`config.mk`:
```
export PLATFORM = sky130hd
export DESIGN_NAME = fetch_unit
export DESIGN_NICKNAME = d
export VERILOG_FILES = /design/src/rtl/fetch_unit.sv
export SDC_FILE = /design/constraint.sdc
export NUM_CORES = 1
export LEC_CHECK = 0
export CORE_ASPECT_RATIO = 0.6
export CORE_MARGIN = 3
export CORE_UTILIZATION = 50
export DETAILED_ROUTE_END_ITERATION = 12
export GPL_TIMING_DRIVEN = 0
export PLACE_DENSITY = 0.72
export SLEW_MARGIN = 30
export SYNTH_ARGS = -nofsm -noshare
export SYNTH_HDL_FRONTEND = slang
export SYNTH_SLANG_ARGS = --single-unit
export TNS_END_PERCENT = 20
```
`constraint.sdc`:
```
create_clock -name Clk -period 3.6 [get_ports Clk]
set_input_delay 0.36 -clock Clk [delete_from_list [all_inputs] [get_ports Clk]]
set_output_delay 0.36 -clock Clk [all_outputs]
set_load 0.005 [all_outputs]
```
`src/rtl/fetch_unit.sv`:
```
// fetch_unit: instruction-fetch stage feeding the IF/ID register.
// Keeps the fetch PC, issues in-order requests to instruction memory,
// buffers returned words in a 2-entry queue and presents the head to IF/ID.
// Optional build macro FETCH_PERF_EN adds three 32-bit performance counters.
//
// Memory handshake: a request transfers in a cycle where imem_req and
// imem_gnt are both high (address and request held stable until then);
// responses carry no ready, arrive in request order with latency >= 1 and
// are accepted whenever imem_rvalid is high and a granted request is pending.
module fetch_unit #(
  parameter logic [31:0] RESET_PC  = 32'h0000_0000,
  parameter logic [31:0] NOP_INSTR = 32'h0000_0000
) (
  input  logic        Clk,
  input  logic        Rst_n,
  input  logic        Stall,
  input  logic        Redirect,
  input  logic [31:0] RedirectPC,
  output logic        imem_req,
  output logic [31:0] imem_addr,
  input  logic        imem_gnt,
  input  logic        imem_rvalid,
  input  logic [31:0] imem_rdata,
  output logic [31:0] PCplus4_IF,
  output logic [31:0] Instr_IF,
`ifdef FETCH_PERF_EN
  output logic [31:0] perf_fetched,
  output logic [31:0] perf_dropped,
  output logic [31:0] perf_bubbles,
`endif
  output logic        Valid_IF
);

  logic [31:0] fpc_q, fpc_d;
  logic [31:0] rpc_q, rpc_d;
  logic [31:0] q0_pc4_q, q0_pc4_d, q1_pc4_q, q1_pc4_d;
  logic [31:0] q0_ins_q, q0_ins_d, q1_ins_q, q1_ins_d;
  logic [1:0]  qcount_q, qcount_d;
  logic [1:0]  inflight_q, inflight_d;
  logic [1:0]  drop_q, drop_d;
  logic [31:0] last_pc4_q, last_pc4_d;

  logic        grant, resp, resp_drop, push, pop, discard;
  logic [2:0]  credit_used;
  logic [31:0] redirect_aligned;
  logic        redirect_pc_unused;

  // Misaligned redirect targets are forced onto a word boundary.
  assign redirect_aligned   = {RedirectPC[31:2], 2'b00};
  assign redirect_pc_unused = ^RedirectPC[1:0];

  // Credit rule: queued plus outstanding words never exceed the queue depth.
  assign credit_used = {1'b0, qcount_q} + {1'b0, inflight_q};
  assign imem_req    = Rst_n && !Redirect && (credit_used < 3'd2);
  assign imem_addr   = fpc_q;

  assign grant     = imem_req && imem_gnt;
  assign resp      = imem_rvalid && (inflight_q != 2'd0);
  assign resp_drop = resp && (drop_q != 2'd0);
  assign push      = resp && !resp_drop && !Redirect;
  assign discard   = resp && (resp_drop || Redirect);
  assign pop       = !Stall && !Redirect && (qcount_q != 2'd0);

  assign Valid_IF   = (qcount_q != 2'd0) && !Redirect;
  assign Instr_IF   = Valid_IF ? q0_ins_q : NOP_INSTR;
  assign PCplus4_IF = Valid_IF ? q0_pc4_q : last_pc4_q;

  // Next-state for PCs, credit counters and the 2-entry shift queue.
  always_comb begin
    fpc_d      = fpc_q;
    rpc_d      = rpc_q;
    q0_pc4_d   = q0_pc4_q;
    q0_ins_d   = q0_ins_q;
    q1_pc4_d   = q1_pc4_q;
    q1_ins_d   = q1_ins_q;
    qcount_d   = qcount_q;
    last_pc4_d = PCplus4_IF;
    inflight_d = inflight_q + {1'b0, grant} - {1'b0, resp};
    drop_d     = drop_q - {1'b0, resp_drop};

    if (grant) fpc_d = fpc_q + 32'd4;
    if (push)  rpc_d = rpc_q + 32'd4;

    if (Redirect) begin
      // Everything still outstanding after this cycle is wrong-path.
      fpc_d    = redirect_aligned;
      rpc_d    = redirect_aligned;
      qcount_d = 2'd0;
      drop_d   = inflight_d;
    end else begin
      case ({push, pop})
        2'b10: begin
          if (qcount_q == 2'd0) begin
            q0_pc4_d = rpc_q + 32'd4;
            q0_ins_d = imem_rdata;
          end else begin
            q1_pc4_d = rpc_q + 32'd4;
            q1_ins_d = imem_rdata;
          end
          qcount_d = qcount_q + 2'd1;
        end
        2'b01: begin
          q0_pc4_d = q1_pc4_q;
          q0_ins_d = q1_ins_q;
          qcount_d = qcount_q - 2'd1;
        end
        2'b11: begin
          if (qcount_q == 2'd1) begin
            q0_pc4_d = rpc_q + 32'd4;
            q0_ins_d = imem_rdata;
          end else begin
            q0_pc4_d = q1_pc4_q;
            q0_ins_d = q1_ins_q;
            q1_pc4_d = rpc_q + 32'd4;
            q1_ins_d = imem_rdata;
          end
        end
        default: ;
      endcase
    end
  end

  // State registers, cleared asynchronously by Rst_n.
  always_ff @(posedge Clk or negedge Rst_n) begin
    if (!Rst_n) begin
      fpc_q      <= RESET_PC;
      rpc_q      <= RESET_PC;
      q0_pc4_q   <= '0;
      q0_ins_q   <= '0;
      q1_pc4_q   <= '0;
      q1_ins_q   <= '0;
      qcount_q   <= '0;
      inflight_q <= '0;
      drop_q     <= '0;
      last_pc4_q <= '0;
    end else begin
      fpc_q      <= fpc_d;
      rpc_q      <= rpc_d;
      q0_pc4_q   <= q0_pc4_d;
      q0_ins_q   <= q0_ins_d;
      q1_pc4_q   <= q1_pc4_d;
      q1_ins_q   <= q1_ins_d;
      qcount_q   <= qcount_d;
      inflight_q <= inflight_d;
      drop_q     <= drop_d;
      last_pc4_q <= last_pc4_d;
    end
  end

`ifdef FETCH_PERF_EN
  logic [31:0] perf_fetched_q, perf_fetched_d;
  logic [31:0] perf_dropped_q, perf_dropped_d;
  logic [31:0] perf_bubbles_q, perf_bubbles_d;

  // Free-running wrap-around event counters.
  always_comb begin
    perf_fetched_d = perf_fetched_q + {31'd0, push};
    perf_dropped_d = perf_dropped_q + {31'd0, discard};
    perf_bubbles_d = perf_bubbles_q + {31'd0, (!Stall && !Valid_IF)};
  end

  // Counter registers.
  always_ff @(posedge Clk or negedge Rst_n) begin
    if (!Rst_n) begin
      perf_fetched_q <= '0;
      perf_dropped_q <= '0;
      perf_bubbles_q <= '0;
    end else begin
      perf_fetched_q <= perf_fetched_d;
      perf_dropped_q <= perf_dropped_d;
      perf_bubbles_q <= perf_bubbles_d;
    end
  end

  assign perf_fetched = perf_fetched_q;
  assign perf_dropped = perf_dropped_q;
  assign perf_bubbles = perf_bubbles_q;
`else
  logic discard_unused;
  assign discard_unused = discard;
`endif

endmodule

```
# == Yosys cells after proc, flatten, opt, wreduce, memory -nomap -nowiden ==
# Cells that the tools add are included.
# totals
rom_bits,0
in_bits,70
latchBits,0
elab_cells,72
mem_count,0
ram_bits,0
out_inout_bits,98
ff_bits,230
# classes
n_div,0
bitwise,1
magnitude_cmp,1
reduce_logical,24
n_shift,0
eq_ne,7
n_mux,21
n_mul,0
add_sub_neg,8
# op_table
operator,count
32-bit two-way mux,14
32-bit one-hot mux with 3 select lines,2
32-bit one-hot mux with 2 select lines,2
32-bit by 3-bit adder with 32-bit output (second input constant),2
2-bit nonzero test,6
1-bit logical AND,10
2-bit != test (second input constant),3
3-bit nonzero test,2
2-bit by 1-bit == test with 1-bit output (second input constant),2
2-bit == test (second input constant),2
2-bit two-way mux,2
2-bit one-hot mux with 2 select lines,1
4-bit AND reduction,1
2-bit by 1-bit subtractor with 2-bit output,2
2-bit by 2-bit adder with 3-bit output,1
1-bit zero test,3
3-bit by 2-bit < comparator with 1-bit output (second input constant),1
3-bit AND reduction,1
2-bit by 1-bit adder with 2-bit output,1
2-bit by 1-bit adder with 2-bit output (second input constant),1
2-bit zero test,1
2-bit by 1-bit subtractor with 2-bit output (second input constant),1
1-bit NOT,1

# == Logic depth before layout (Yosys ltp) ==
# logic_depth
depth_word,9
mapped_depth,15
depth_no_buf,12

# == Least setup slack after synthesis ==
# OpenSTA, ideal clock, no wires.
# synth_path
kind,flip-flop to flip-flop
startpoint,register qcount_q[0]
endpoint,register drop_q[1]
arrival_time_ns,2.816
required_ns,3.464
path_slack_ns,0.648
synth_period_minus_slack_ns,2.952
stages_incl_launch_ff,16
n_path_buf,3
path_cell_list,dfrtp_1 and2_1 fa_1 nor4b_4 and2_1 buf_4 inv_2 buf_6 buf_2 ha_1 inv_1 ha_1 xnor2_1 xnor2_1 nand2_1 o21ai_0
# synth_via
elab_chain_cells,7
# synth_rtl
item,line_no,rtl
from (decl),38,"logic [1:0] qcount_q, qcount_d;"
from (signal assigned),143,qcount_q <= qcount_d;
2-bit by 2-bit adder with 3-bit output,53,"assign credit_used = {1'b0, qcount_q} + {1'b0, inflight_q};"
3-bit by 2-bit < comparator with 1-bit output,54,assign imem_req = Rst_n && !Redirect && (credit_used < 3'd2);
1-bit logical AND,54,
named net imem_req,19,"output logic imem_req,"
1-bit logical AND,57,assign grant = imem_req && imem_gnt;
2-bit by 1-bit adder with 2-bit output,78,"inflight_d = inflight_q + {1'b0, grant} - {1'b0, resp};"
2-bit by 1-bit subtractor with 2-bit output,78,
named net inflight_d[1],39,"logic [1:0] inflight_q, inflight_d;"
2-bit two-way mux,84,if (Redirect) begin
named net drop_d[1],40,"logic [1:0] drop_q, drop_d;"
to (signal assigned),145,drop_q <= drop_d;
to (decl),40,
# The timed path passes the listed nets, and every way through them passes these cells.
# A chain may end at the register's enable or synchronous reset.

# == Final worst setup path ==
# layout_path
startpoint,register qcount_q[1]
endpoint,output port PCplus4_IF[20]
# layout_via
elab_chain_cells,3
# layout_rtl
item,line_no,rtl
2-bit nonzero test,64,assign Valid_IF = (qcount_q != 2'd0) && !Redirect;
1-bit logical AND,64,
32-bit two-way mux,66,assign PCplus4_IF = Valid_IF ? q0_pc4_q : last_pc4_q;
to (decl),24,"output logic [31:0] PCplus4_IF,"
# Every way passes these cells.

==> impl_metrics.py <==
metrics = {
    "power": {
        "max-vdd-ir-drop_mv": 0.472,
        "sequentialPowerShare_pct": 41.3,
        "clock_power_share_pct": 23.3,
        "power_switching_mw": 3.18,
        "switching_share_pct": 33.1,
        "total_leakage_power_nw": 5.77,
        "intPower_mw": 6.42,
        "power.density_cell_area_nw_per_um2": 698,
        "combinational_group_share_of_total_power_pct": 35.5,
    },
    "worst_setup_path": {
        "critPathRequiredTime_ns": 3.24,
        "critPathKind": "reg2out",
        "crit_fanout": 10,
        "cp.buffers_inverters": 4,
        "crit_family": "buffers and inverters",
        "worst_path_largest_cell_delay_ns": 0.49,
        "setup.worst_path.end_class": "primary output",
        "cp-start-kind": "register",
        "worst-endpoint-arrival_ns": 3.01,
        "crit_slowest_cell": "clkdlybuf4s50_1",
        "timing.critical_path.cells": "inv_1, ha_1, buf_2, nor2_4, clkbuf_2, mux2_2, clkdlybuf4s50_1",
    },
    "clocking": {
        "cts_inserted_buffers": 21,
        "tritoncts_num_sinks": 223,
        "clock-root-buffer": "clkbuf_16",
        "worst_setup_hold_path_clk_slew_ns": 0.07,
        "cts_tree": "yes",
        "clk_latency_ns": 0.51,
        "cts_buffer_depth": 3,
        "cts_max_level": 1,
    },
    "global_route": {
        "grt_use_total_pct": 26.1,
        "grt_max_degree": 86,
        "grt_first_pass_wirelength_um": 49400,
        "grt_antenna_before_repair": 0,
        "first_global_vias": 8810,
        "grt_remaining_overflow": 0,
    },
    "timing": {
        "minimum_hold_slack_ns": 0.355,
        "slew_headroom_pct": 40.1,
        "setup_violations": 0,
        "finalWorstPathRequiredPeriod_ns": 3.37,
        "finalHoldViolations": 0,
        "achievable_freq_mhz": 296,
        "finalCritPeriodShare_pct": 93.7,
        "timing.clock.skew_ns": 0.0265,
        "timing.setup.tns_ns": 0,
        "timing_max_transition_violations_final": 0,
        "grt_setup_unrepaired": "false",
        "tightest_slew_ns": 0.892,
    },
    "cells_and_area": {
        "n_antenna_cell": 0,
        "area.sequential_um2": 5580,
        "area_delta_synth_final_pct": 24.8,
        "multi_input_comb_area_um2": 5030,
        "final.fill_count": 1754,
        "final_layout_size_suffix_gt1_share_pct": 13.7,
        "layout_commonest_cell": "dfrtp_1",
        "layout.nets": 1368,
        "layout.cells.most_common_list": "dfrtp_1 (223), clkdlybuf4s50_1 (161), nand2_1 (157)",
        "number_of_standard_cells_in_the_layout_taps_in_and_fillers_out": 1581,
    },
    "place": {
        "detailed_place_hpwl_um": 23200,
        "routabilityCongestion": 0.914,
        "dp_cell_count": 1543,
        "number_of_buffers_inserted_by_port_buffering": 162,
    },
    "drt": {
        "ant_nets": 0,
        "via_count": 9329,
        "vias_per_cell": 5.90,
        "drcViolationCount": 0,
        "drt-initial-drc-count": 817,
        "first_pass_iters": 5,
        "routed_wirelength_um": 31400,
        "detail_route.wl_per_cell_um": 19.9,
    },
    "yosys": {
        "netlist_area_before_placement_um2": 11000,
        "synth.avg_cell_area_um2": 10.0,
        "compound_gate_fraction_of_synth_area_pct": 11.9,
        "seq_area_frac_synth_pct": 50.6,
        "synth-xor-area-share_pct": 4.77,
        "post_synth_fa_ha_maj_area_fraction_pct": 0.976,
        "yosys.area_share.simple_pct": 18.2,
        "synth_top_family_by_area": "simple AND/OR/NAND/NOR gates",
        "synth-edff-count": 0,
        "synth.ff_latch_count": 223,
        "synthArstFlopShare_pct": 100,
        "netlist_instances": 1099,
        "synth_cell_types": 59,
        "yosys-mux-area-fraction_pct": 9.58,
        "synth.yosys.warnings": 0,
        "synth_flop_cell": "dfrtp_1",
    },
    "run_status": {
        "outcome": "complete, no violations",
    },
    "floorplanning": {
        "ios": 168,
        "coreArea_um2": 21300,
        "floorplan.die.width_um": 198,
        "die_area_um2": 23900,
        "fp.dieH_um": 121,
        "floorplan.initialDensity_pct": 51.7,
        "fp-row-count": 41,
    },
    "hold_path": {
        "hold_class": "in2reg",
    },
    "run": {
        "cap_viol_max_count": 0,
    },
}
-- stage by stage --
step                      worst slack (ns)  power, mW  utilization (%)  cell area (µm²)
after floorplan                      0.648       5.79                -            11000
after global placement               -7.93       7.25             60.9            13000
after detailed placement           0.00385       7.37             61.2            13100
after CTS                           0.0743       9.62             64.4            13700
after global routing                 0.125       10.2             64.5            13800
final                                0.226       9.60             64.5            13800
-- final cells by class --
| class | count | share of cell area [%] |
|---|---|---|
| Tap cell | 279 | 2.54 |
| Timing Repair Buffer | 167 | 12.4 |
| Multi-Input combinational cell | 786 | 36.6 |
| Sequential cell | 223 | 40.6 |
| Clock buffer | 28 | 4.16 |
| Clock inverter | 7 | 0.646 |
| Buffer | 76 | 2.73 |
| Inverter | 15 | 0.409 |
-- registers in the layout, indices dropped and copies added, names as in the netlist --
signal	count
q0_ins_q	32
q1_ins_q	32
q0_pc4_q	31
last_pc4_q	32
rpc_q	30
q1_pc4_q	30
inflight_q	2
imem_addr	30
qcount_q	2
drop_q	2
-- cell usage after synthesis (16+ instances only) --
| library cell | number | area [µm²] |
|---|---|---|
| a21oi_1 | 28 | 140 |
| a31oi_1 | 38 | 238 |
| and2_1 | 39 | 244 |
| buf_2 | 27 | 135 |
| clkbuf_1 | 38 | 143 |
| dfrtp_1 | 223 | 5580 |
| mux2_2 | 84 | 946 |
| nand2_1 | 157 | 589 |
| nand3_1 | 36 | 180 |
| nand4_1 | 21 | 131 |
| nor2_1 | 77 | 289 |
| nor3_1 | 20 | 100 |
| nor4_1 | 16 | 100 |
| o21ai_0 | 71 | 355 |
| xnor2_1 | 37 | 324 |
| xor2_1 | 23 | 201 |
-- path summary, 6_finish.rpt --
path	from	end	slack, ns	cells after the start
min in group asynchronous	Rst_n	imem_addr[12]	0.40	2
worst min-delay path	Redirect	q0_pc4_q[20]	0.35	4
max in group asynchronous	Rst_n	q1_ins_q[12]	2.39	3
worst max-delay path	qcount_q[1]	PCplus4_IF[20]	0.23	7
worst min register to register	q0_pc4_q[16]	q0_pc4_q[16]	0.48	2
worst max register to register	qcount_q[0]	drop_q[1]	0.27	15
-- logic make-up after synthesis --
group | Yosys count
xor+xnor | 60
mux | 95
fa+ha+maj | 8
buf+inv | 91
other cells | 1
flops | 223
simple gates | 410
compound gates | 211
-- power by group through the flow --
stage | logic, mW | clock network (mW) | registers [mW]
floorplan | 1.96 | 0 | 3.82
global placement | 3.29 | 0 | 3.96
detailed placement | 3.38 | 0 | 3.99
CTS | 3.41 | 2.26 | 3.95
global route | 3.75 | 2.35 | 4.07
finish | 3.40 | 2.23 | 3.96
-- tightest hold or removal path, stage by stage --
cell and delay (ns):
buf_6 0.15, nor3_2 0.14, nand2_1 0.09, o211ai_1 0.08
-- per-layer routing --
layer	GRT usage (%)	vias up	wire length, µm
met3	6.63	32	2540
met1	41.2	4658	15300
met4	3.98	0	363
li1	-	4269	-
met5	0	-	0
met2	36.7	370	13200
-- timing repair --
item	4_1_cts	5_1_grt
setup endpoints to repair	61	17
hold buffers	1	0
pin swaps	0	1
gates resized for setup	3	4
setup buffers	0	2
endpoints found under the hold margin	65	0
No activity file was read; power rests on OpenSTA's default activity.
==> variant (same settings) <==
The option `FETCH_PERF_EN` is turned on by a define.
--- a/src/rtl/fetch_unit.sv
+++ b/src/rtl/fetch_unit.sv
@@ -8,4 +8,6 @@
 // responses carry no ready, arrive in request order with latency >= 1 and
 // are accepted whenever imem_rvalid is high and a granted request is pending.
+`define FETCH_PERF_EN
+
 module fetch_unit #(
   parameter logic [31:0] RESET_PC  = 32'h0000_0000,
Function (old outputs only; new: perf_bubbles, perf_dropped and perf_fetched): kept (Yosys induction, for registers that start in step).
==> variant against the original RTL <==
- die area is 33% higher
- sequential cell count is 96 higher
- cell area is 39% higher
- area after synthesis is 34% higher
- wire length is 27% higher
- power is 29% higher
- clock skew is 17 ps lower
- setup slack worse by 19 ps
- critical path type is now reg2reg
- largest cell class unchanged
==> variant: results (changes against the original RTL) <==
clock tree buffer depth 3 (unchanged); TritonCTS buffer count 30 (+43%); largest net degree at the start of global routing 84 (-2.3%); GRT Total Usage 25.1% (-0.97 points); Leak Pwr 8.06 nW (+40%); CP Data Arrival Time 3870 ps (+860 ps); ys flop type dfrtp_1; Routability Congestion 0.910 (-0.45%); Non-Filler Instances 2,140 (+35%); first-pass GRT wire length 64.8 mm (+31%); via-per-instance ratio 5.50 (-6.7%); commonest cells in the netlist dfrtp_1 (319), nand2_1 (166), nor2_1 (118), xnor2_1 (101), mux2_2 (85); Clk pwr share 25.5% (+2.2 points); Clock Latency Late Sink 560 ps (+50 ps); final net count 1,800 (+32%); Initial DRC Count 874 (+7.0%); async set or reset register ratio after synthesis 100% (unchanged); status finished clean; Seq/Total Area, Yosys 53.8% (+3.2 points); initial antenna violation count 3 (+3); port bufs 258 (+59%); crit path max fanout 10 (unchanged); syn avg cell area 10.5 um^2 (+4.3%); drt pass-1 iters 5 (unchanged); Synth area leaders dfrtp_1 (54%), mux2_2 (6.5%), xnor2_1 (6.0%), nand2_1 (4.2%), xor2_1 (3.5%); WL final 40.1 mm (+27%); H-tree depth 1 (unchanged); met2 Use GR 37.5% (+0.81 points); Distinct cells, synth 58 (-1.7%); vias in the first global route 11,600 (+32%); share of cells above drive strength 1 10.2% (-3.5 points); Root Driver clkbuf_16; GRT met1 Usage 38.1% (-3.0 points); GR Util met3 4.87% (-1.8 points); measured slew at the worst slew-check pin 956 ps (+64.2 ps); fin. max-slew vios 0 (unchanged); type of the tightest min-delay check in2reg; Ys Warns 0 (unchanged); Clk pin slew, worst setup/hold paths 70 ps (about the same); Sw Share 31.7% (-1.4 points); Detail Placement HPWL 29.3 mm (+26%); maximum vdd drop 0.000455 V (-3.5%); skew final 9.03 ps (-17.4 ps)
[variant: critical path: stages (launching register included)]
cell     delay [ps]
dfrtp_1         420
and2_1          180
fa_1            480
nor4b_4         270
buf_4           210
and2_1          130
buf_2           190
inv_2           140
buf_2           250
ha_1            310
inv_1            40
ha_1            180
xnor2_1         170
xnor2_1         160
nand2_1          70
o21ai_0          80
[variant: power groups by stage]
| stage | Clock, mW | Sequential, mW | Combinational [mW] |
|---|---|---|---|
| after floorplan | 0 | 5.11 | 2.09 |
| after global placement | 0 | 5.28 | 3.78 |
| after detailed placement | 0 | 5.30 | 3.90 |
| after CTS | 3.21 | 5.25 | 3.94 |
| after global routing | 3.37 | 5.37 | 4.34 |
| final | 3.15 | 5.27 | 3.95 |
[variant: repair_timing]
item | CTS | global route
pin swaps | 1 | 3
buffers inserted | 0 | 2
hold endpoints to repair | 58 | 0
setup endpoints to repair | 42 | 24
hold buffers | 2 | 0
resized for setup | 7 | 7
[variant: logic make-up (layout without fill, tap and decap cells)]
kind of cell,count (synthesis),count (layout),synth area share [%]
other,1,3,0.0253
buffers and inverters,100,421,2.78
AND/OR/NAND/NOR,536,536,17.8
adder cells (fa/ha/maj),14,14,1.23
AO/OA/AOI/OAI,197,197,8.05
flip-flops,319,319,53.8
multiplexers,90,90,6.79
XOR/XNOR,160,160,9.45
[variant: routing by layer]
metal  part of all wire (%)  wire [um]  vias up
li1                       -          -     5511
met1                     48      19400     5838
met2                     43      17300      353
met3                    6.0       2390       72
met4                    2.4        945        6
met5                  0.085         34        -
[variant: area by class of cell]
class	count	area, um^2
Clock buffer	48	910
Clock inverter	7	60.1
Inverter	24	90.1
Fill cell	2333	9860
Multi-Input combinational cell	999	6460
Antenna cell	1	2.50
Buffer	76	333
Sequential cell	319	7980
Tap cell	400	500
Timing Repair Buffer	266	2750
[variant: metrics by stage]
step	hold slack [ps]	worst slack (ps)	instance area (um^2)
after floorplan	64.4	590	14800
after global placement	456	-11750	17900
after detailed placement	323	-335	18000
after CTS	365	-27.4	19000
after global routing	387	3.83	19100
final	379	207	19100
[variant: final timing paths]
path	startpoint	end	slack [ps]	cells past startpoint
max reg2reg	qcount_q[0]	drop_q[1]	210	15
max in group asynchronous	Rst_n	q0_ins_q[23]	2180	5
min in group asynchronous	Rst_n	perf_fetched[20]	420	3
max	qcount_q[0]	drop_q[1]	210	15
min reg2reg	perf_dropped[31]	perf_dropped[31]	470	1
min	Redirect	rpc_q[23]	380	3
